File: src/rtl/mem_port_arbiter.sv
// Arbiter sharing one single-port, variable-latency memory between instruction fetch
// and data load/store, with one transaction outstanding and a watchdog abort.
module mem_port_arbiter #(
   parameter int unsigned ADDR_W         = 32,
   parameter int unsigned DATA_W         = 32,
   parameter int unsigned ARB_MODE       = 0,
   parameter int unsigned TIMEOUT_CYCLES = 64
) (
   input  logic              clk,
   input  logic              rst,
   input  logic              insnReq,
   input  logic [ADDR_W-1:0] insnAddr,
   output logic [DATA_W-1:0] insnRdata,
   output logic              insnValid,
   output logic              insnStall,
   input  logic              dataReq,
   input  logic              dataWe,
   input  logic [ADDR_W-1:0] dataAddr,
   input  logic [DATA_W-1:0] dataWdata,
   output logic [DATA_W-1:0] dataRdata,
   output logic              dataValid,
   output logic              dataStall,
   output logic              memReq,
   output logic              memWe,
   output logic [ADDR_W-1:0] memAddr,
   output logic [DATA_W-1:0] memWdata,
   input  logic [DATA_W-1:0] memRdata,
   input  logic              memAck,
   output logic              busError
);

   localparam int unsigned CNT_W    = (TIMEOUT_CYCLES > 2) ? $clog2(TIMEOUT_CYCLES) : 1;
   localparam int unsigned LAST_VAL = (TIMEOUT_CYCLES == 0) ? 0 : TIMEOUT_CYCLES - 1;
   localparam logic [CNT_W-1:0] LAST_CNT = CNT_W'(LAST_VAL);

   typedef enum logic [1:0] {
      IDLE   = 2'd0,
      BUSY_I = 2'd1,
      BUSY_D = 2'd2,
      DONE   = 2'd3
   } state_t;

   state_t           state;
   logic             last_data;
   logic [CNT_W-1:0] wd_cnt;
   logic             grant_d_c;
   logic             grant_i_c;
   logic             timeout_c;

   // Grant selection for the IDLE cycle; alternation flips away from the last grant.
   always_comb begin
      grant_d_c = 1'b0;
      grant_i_c = 1'b0;
      if (dataReq && insnReq) begin
         if (ARB_MODE == 0) grant_d_c = 1'b1;
         else               grant_d_c = !last_data;
         grant_i_c = !grant_d_c;
      end else begin
         grant_d_c = dataReq;
         grant_i_c = insnReq;
      end
   end

   // Fires in the TIMEOUT_CYCLES-th memReq cycle; an ack in that cycle takes precedence.
   assign timeout_c = (TIMEOUT_CYCLES != 0) && (wd_cnt == LAST_CNT);

   assign insnStall = insnReq && !insnValid;
   assign dataStall = dataReq && !dataValid;

   always_ff @(posedge clk or negedge rst) begin
      if (!rst) begin
         state     <= IDLE;
         last_data <= 1'b0;
         wd_cnt    <= '0;
         memReq    <= 1'b0;
         memWe     <= 1'b0;
         memAddr   <= '0;
         memWdata  <= '0;
         insnRdata <= '0;
         insnValid <= 1'b0;
         dataRdata <= '0;
         dataValid <= 1'b0;
         busError  <= 1'b0;
      end else begin
         insnValid <= 1'b0;
         dataValid <= 1'b0;
         case (state)
            IDLE: begin
               if (grant_d_c) begin
                  state     <= BUSY_D;
                  memReq    <= 1'b1;
                  memWe     <= dataWe;
                  memAddr   <= dataAddr;
                  memWdata  <= dataWdata;
                  last_data <= 1'b1;
                  wd_cnt    <= '0;
               end else if (grant_i_c) begin
                  state     <= BUSY_I;
                  memReq    <= 1'b1;
                  memWe     <= 1'b0;
                  memAddr   <= insnAddr;
                  memWdata  <= '0;
                  last_data <= 1'b0;
                  wd_cnt    <= '0;
               end
            end
            BUSY_I, BUSY_D: begin
               if (memAck) begin
                  state  <= DONE;
                  memReq <= 1'b0;
                  if (state == BUSY_I) begin
                     insnRdata <= memRdata;
                     insnValid <= 1'b1;
                  end else begin
                     dataRdata <= memWe ? '0 : memRdata;
                     dataValid <= 1'b1;
                  end
               end else if (timeout_c) begin
                  state    <= DONE;
                  memReq   <= 1'b0;
                  busError <= 1'b1;
                  if (state == BUSY_I) begin
                     insnRdata <= '0;
                     insnValid <= 1'b1;
                  end else begin
                     dataRdata <= '0;
                     dataValid <= 1'b1;
                  end
               end else begin
                  wd_cnt <= wd_cnt + CNT_W'(1);
               end
            end
            DONE:    state <= IDLE;
            default: state <= IDLE;
         endcase
      end
   end

endmodule

File: config.mk
export PLATFORM = sky130hd
export DESIGN_NAME = mem_port_arbiter
export DESIGN_NICKNAME = d
export VERILOG_FILES = /design/src/rtl/mem_port_arbiter.sv
export SDC_FILE = /design/constraint.sdc
export NUM_CORES = 1
export LEC_CHECK = 0
export ABC_AREA = 1
export ABC_CLOCK_PERIOD_IN_PS = 4100
export CORE_UTILIZATION = 46
export CTS_CLUSTER_DIAMETER = 50
export DETAILED_ROUTE_END_ITERATION = 8
export GPL_TIMING_DRIVEN = 0
export HOLD_SLACK_MARGIN = 0.03
export PLACE_DENSITY_LB_ADDON = 0.2
export SLEW_MARGIN = 30
export SYNTH_ARGS = -nofsm -noshare
export SYNTH_HDL_FRONTEND = slang
export SYNTH_SLANG_ARGS = --single-unit
File: constraint.sdc
create_clock -name clk -period 4.1 [get_ports clk]
set_input_delay 1.23 -clock clk [delete_from_list [all_inputs] [get_ports clk]]
set_output_delay 1.23 -clock clk [all_outputs]
set_load 0.01 [all_outputs]
==> results.yml <==
layout:
  area_growth_pct: 56.11
  stdcell_count: 1247
  layout.area.seq_mm2: 0.003528
  fin_nets: 1196
  antenna_cells: 0
  utilization_pct: 73.99
  drive_above_1_share_pct: 6.909
  multi_input_area_mm2: 0.002437
  num-fill-cells: 1036
yosys:
  synth_compound_area_share_pct: 4.173
  yosysWarningCount: 0
  synth.lib_cells_used.distinct: 23
  yosys.area_share.simple_pct: 33.56
  yosysSeqAreaShare_pct: 55.78
  synth-seq-cells: 141
  syn_inst: 771
  synthMuxAreaShare_pct: 0
  syn_nets: 909
  async_flop_share_pct: 100.0
  syn_area_mm2: 0.006326
  synth_edf_count: 0
  synth_adder_area_share_pct: 0.7911
  ys.flop_type: "dfrtp_1"
  synth-xor-area-share_pct: 0
  syn_area_per_cell_um2: 8.205
  synth_top_family_by_area: "simple AND/OR/NAND/NOR gates"
floorplan:
  io_pins: 269
  die-area_mm2: 0.01423
  coreArea_mm2: 0.01335
  start_util_pct: 47.39
  die_width_um: 119.3
  rows: 42
  die_height_um: 119.3
pwr:
  sw_frac_of_total_pct: 37.42
  comb_power_share_pct: 46.7
  power.internal_uw: 4647
  leakage_uw: 0.004757
  seqPwrFrac_pct: 31.4
  switching_power_uw: 2778
  power_density_mw_per_mm2: 751.8
  clkPwrFrac_pct: 21.9
  vdd_drop_max_mv: 0.4287
clocking:
  htree_levels: 4
  cts_resized: 0
  worstSkewPairLatency_ns: 0.42
  cts_root_buf: "clkbuf_16"
  clock_sinks: 141
  cts_buffers: 17
  cts_setup_buffers: 0
  postCtsHoldBufs: 0
  path_clk_slew_ns: 0.06
  cts_tree: "yes"
  clock_path_buffers: 2
sta:
  fin_crit_ns: 3.923
  finalHoldViolations: 0
  fmax_mhz: 254.9
  fin_crit_sh_pct: 95.69
  report.final.slew_viol_count: 0
  fin_skew_ns: 0.004669
  rsz0062_at_grt: "no"
  tightest_slew_ns: 0.5752
  relSlewSlack_pct: 61.66
  setup_violations: 0
placed_design:
  place_congestion: 0.8369
  dp_hpwl_um: 14660
  dp.cells: 1215
  portBuffers: 267
route:
  drtPass1Iterations: 7
  ant_nets: 0
  drtIter0Drc: 556
  wl_um: 20070
  vias: 6306
  wire_per_inst_um: 16.09
  drcViolationCount: 0
  via_per_inst: 5.057
setup_path:
  start_kind: "input port"
  crit_family: "buffers and inverters"
  path_buf_inv: 4
  critPathCaptureType: "primary output"
  worst-endpoint-arrival_ns: 2.69
  max_stage_delay_ns: 0.61
  worstPathRequired_ns: 2.87
  crit_chain: "buf_2 -> clkinv_1 -> clkbuf_1 -> nor2_1 -> clkdlybuf4s50_1"
  path_max_fanout: 10
  crit_type: "in -> out"
  crit_slowest_cell: "clkdlybuf4s50_1"
global_route:
  grt_use_total_pct: 28.85
  grt_pass1_wl_um: 31530
  first_global_vias: 6059
  grt-ovfl-total: 0
  antenna_found_initial: 0
  grt_max_degree: 76
run_status:
  outcome: "complete, no violations"
min_path:
  hp-class: "reg -> reg"
flow_run:
  max_cap_violations: 0
[sequential cells by signal, indices dropped and copies added, names as in the netlist]
name and cells:
memReq 1, wd_cnt 6, dataValid 1, memWe 1, memAddr 32, dataRdata 32, insnRdata 32, busError 1
memWdata 32, state 2, insnValid 1
[path summary, 6_finish.rpt]
path / startpoint / endpoint / slack, ns / cells after the start
max reg2reg: state[0] / memAddr[26] / 2.16 / 7
max: dataReq / dataStall / 0.18 / 5
max in group asynchronous: rst / memWdata[25] / 2.60 / 2
min: dataRdata[22] / dataRdata[22] / 0.47 / 2
min reg2reg: dataRdata[22] / dataRdata[22] / 0.47 / 2
min in group asynchronous: rst / dataRdata[26] / 0.78 / 1
[layout by cell type, fill, tap and decap left out, types with 4 or more instances in the layout]
cell type        Yosys  layout
nand3_1             73      73
buf_6                6       6
inv_1               16      16
clkbuf_1            22      23
nand2_1            328     328
dfrtp_1            141     141
ha_1                 4       4
clkdlybuf4s50_1      0     266
clkinv_4             0       4
nand4_1             32      32
a31oi_1             32      32
nor2_1              72      72
bufinv_16            0       4
o21ai_0              4       4
buf_2               21      21
clkbuf_16            0      17
clkinvlp_4           0       4
[layout make-up]
class	count	share of cell area, %
timing repair buffer	268	27.39
clock buffer	18	4.346
buffer	55	2.927
clock inverter	14	1.976
multi-input combinational	556	24.68
inverter	19	0.7222
tap	176	2.230
sequential	141	35.73
[cell families after synthesis]
family | count (synthesis)
adder cells (fa/ha/maj) | 4
flip-flops | 141
AO/OA/AOI/OAI | 41
buffers and inverters | 74
AND/OR/NAND/NOR | 511
[per-stage QoR]
step                      hold slack [ns]  setup TNS, ns  cell area, um^2  total power, uW  worst slack (ns)
final                              0.4666              0             9876             7425            0.1769
after global routing               0.4851              0             9876             7877           0.07973
after CTS                          0.4719              0             9876             7454            0.1729
after detailed placement           0.4574              0             9251             5807            0.1819
after global placement             0.4525        -557.78             9219             5734            -3.966
after floorplan                    0.4419              0             6326             3981            0.9393
[worst reg2reg max path, stage by stage, from the launching register on]
cell	delay, ns
dfrtp_1	0.40
inv_1	0.09
ha_1	0.13
buf_2	0.25
o21ai_4	0.17
inv_2	0.17
clkbuf_1	0.42
a31oi_1	0.17
[power by group through the flow]
stage / registers, uW / clock network, uW / logic, uW
after CTS: 2330 / 1630 / 3490
after global placement: 2330 / 0 / 3400
after floorplan: 2580 / 0 / 1400
after global routing: 2400 / 1710 / 3770
final: 2330 / 1620 / 3470
after detailed placement: 2340 / 0 / 3470
[synth_stat cells (2+ instances only)]
cell type  instances  area share [%]
clkbuf_1          22             1.3
nor2_2             2            0.20
buf_4              3            0.36
a31oi_1           32             3.2
nor2_1            72             4.3
ha_1               4            0.79
dfrtp_1          141              56
a21oi_1            2            0.16
nand4_1           32             3.2
nand2_1          328              19
inv_1             16            0.95
o21ai_0            4            0.32
nand3_1           73             5.8
buf_2             21             1.7
nand2_4            3            0.53
inv_2              2            0.12
buf_6              6             1.1
buf_1              3            0.18
[per-layer routing]
layer,vias to the layer above,track usage [%],part of all wire (%)
met4,0,11.63,2.3
met1,2941,34.97,41
met5,-,0,0
met2,258,47.97,49
li1,3065,-,-
met3,42,8.573,7.6
(Power assumes the default switching activity.)
==> edit (same flow settings) <==
`DATA_W`: 32 -> 48.
--- a/src/rtl/mem_port_arbiter.sv
+++ b/src/rtl/mem_port_arbiter.sv
@@ -3,5 +3,5 @@
 module mem_port_arbiter #(
    parameter int unsigned ADDR_W         = 32,
-   parameter int unsigned DATA_W         = 32,
+   parameter int unsigned DATA_W         = 48,
    parameter int unsigned ARB_MODE       = 0,
    parameter int unsigned TIMEOUT_CYCLES = 64
Interface: changed (5 resized); port bits go from 269 to 349. No check against the original RTL was run, so the function may have changed too.
==> edit against the original RTL <==
- area after synthesis grew 31%
- total power rose by 25%
- first-iteration DRC count decreased by 3.6%
- wire length up 33%
- sequential cell count up 48
- setup slack better by 0.26 ns
- final area increased by 28%
- highest routed layer unchanged
==> edit: results (changes against the original RTL) <==
** Outcome
- The flow ran to the end, and the final reports show no timing, DRC or antenna violations.

** Finish
- The final layout net count was 1554 (+30%).
- The filler cell count in the final layout came to 1372 (+32%).
- P&R area growth vs syn :: 53.0%
- The fraction of final layout cells sized beyond drive strength 1 is 4.80% (-2.1 points).

** Power and ir drop
- Power attributed to sequential cells :: 3.12 mW (+34%)
- Max VDD drop :: 0.418 mV (-2.5%)
- The leakage power was 6.14 nW (+29%).
- Int Power :: 5.62 mW (+21%)
- The overall power consumption is 9.25 mW (+25%).

** Yosys
- The synthesized net count came to 1186 (+30%).
- Cell types with the highest counts after synthesis :: sky130_fd_sc_hd__nand2_1, sky130_fd_sc_hd__dfrtp_1, sky130_fd_sc_hd__nand3_1, sky130_fd_sc_hd__nor2_1, sky130_fd_sc_hd__clkbuf_1
- Part of the Yosys area used for sequential elements :: 57.1% (+1.3 points)
- The post-synthesis instance total was 1016 (+32%).

** Placed design
- Port Buf Inserts :: 347 (+30%)
- The final weighted congestion in routability-driven placement was 0.833 (-0.42%).
- Total placed instance area :: 12100 sq um (+31%)
- The pre-CTS worst setup slack was -0.101 ns (-0.283 ns).

** STA
- Relative slew slack :: 59.7% (-2.0 points)
- Worst Clk Skew :: 0.00882 ns (+0.00416 ns)

** Global routing
- The wire length of the first global-routing pass was 41600 um (+32%).
- The global-route usage over all layers came to 29.4% (+0.51 points).
- The number of antenna violations at the first check in global routing was 1 (+1).

** Route
- The first-iteration detailed-routing DRC count came to 536 (-3.6%).
- Drt via density :: 5.13 (+1.4%)
- The detailed-route via count is 8321 (+32%).

** Worst setup path
- The data arrival time of the critical path came to 2.43 ns (-0.26 ns).
[edit: cell count changes after synthesis, moves of 2 or more]
| cell | before | now |
|---|---|---|
| sky130_fd_sc_hd__clkbuf_1 | 22 | 50 |
| sky130_fd_sc_hd__buf_2 | 21 | 17 |
| sky130_fd_sc_hd__nand2_1 | 328 | 439 |
| sky130_fd_sc_hd__o21ai_1 | 0 | 2 |
| sky130_fd_sc_hd__nand2_4 | 3 | 0 |
| sky130_fd_sc_hd__nand4_1 | 32 | 48 |
| sky130_fd_sc_hd__buf_6 | 6 | 3 |
| sky130_fd_sc_hd__dfrtp_1 | 141 | 189 |
| sky130_fd_sc_hd__nor2_1 | 72 | 89 |
| sky130_fd_sc_hd__nand2_2 | 0 | 4 |
| sky130_fd_sc_hd__nand3_1 | 73 | 105 |
[edit: worst min-delay path, cell delays in order (launching register included)]
cell,delay [ns]
sky130_fd_sc_hd__dfrtp_1,0.34
sky130_fd_sc_hd__nand2_1,0.05
sky130_fd_sc_hd__nand2_1,0.05
[edit: layout make-up]
cell class / count / area share (%)
sequential: 189 / 37.3
timing repair buffer: 349 / 27.9
multi-input combinational: 732 / 24.8
clock buffer: 18 / 3.38
buffer: 76 / 2.71
tap: 225 / 2.22
clock inverter: 14 / 1.08
inverter: 19 / 0.572
antenna: 1 / 0.0197
[edit: cells by family after synthesis]
family / count (synthesis) / share of synthesized area, %
DFF: 189 / 57.1
buffers and inverters: 95 / 4.97
adders and majority gates: 4 / 0.604
and+or+nand+nor: 687 / 34.4
AOI/OAI and AO/OA: 41 / 3.00
[edit: per-layer routing]
layer	vias to the layer above	share of wire [%]	global-route usage, %	wire length (um)
met2	336	49	47.4	13000
li1	4015	-	-	-
met3	45	8.4	8.50	2250
met4	0	2.9	12.2	760
met1	3925	40	36.8	10700
met5	-	0	0	0
[edit: repair_timing]
| item | 4_1_cts | 5_1_grt |
|---|---|---|
| pin swaps | 0 | 0 |
| cloned | 0 | 0 |
| resized for setup | 3 | 1 |
| setup endpoints to repair | 1 | 1 |
| hold endpoints to repair | 0 | 0 |
[edit: worst paths after layout]
path	slack (ns)	startpoint	endpoint	cells past startpoint
min in group asynchronous	0.66	rst	dataRdata[37]$_DFFE_PN0P_	1
max in group asynchronous	2.72	rst	memWdata[4]$_DFFE_PN0P_	2
setup / recovery	0.44	dataReq	dataStall	5
hold reg to reg	0.47	insnRdata[26]$_DFFE_PN0P_	insnRdata[26]$_DFFE_PN0P_	2
setup reg to reg	2.05	state[0]$_DFFE_PN0P_	memAddr[19]$_DFFE_PN0P_	7
hold / removal	0.47	insnRdata[26]$_DFFE_PN0P_	insnRdata[26]$_DFFE_PN0P_	2
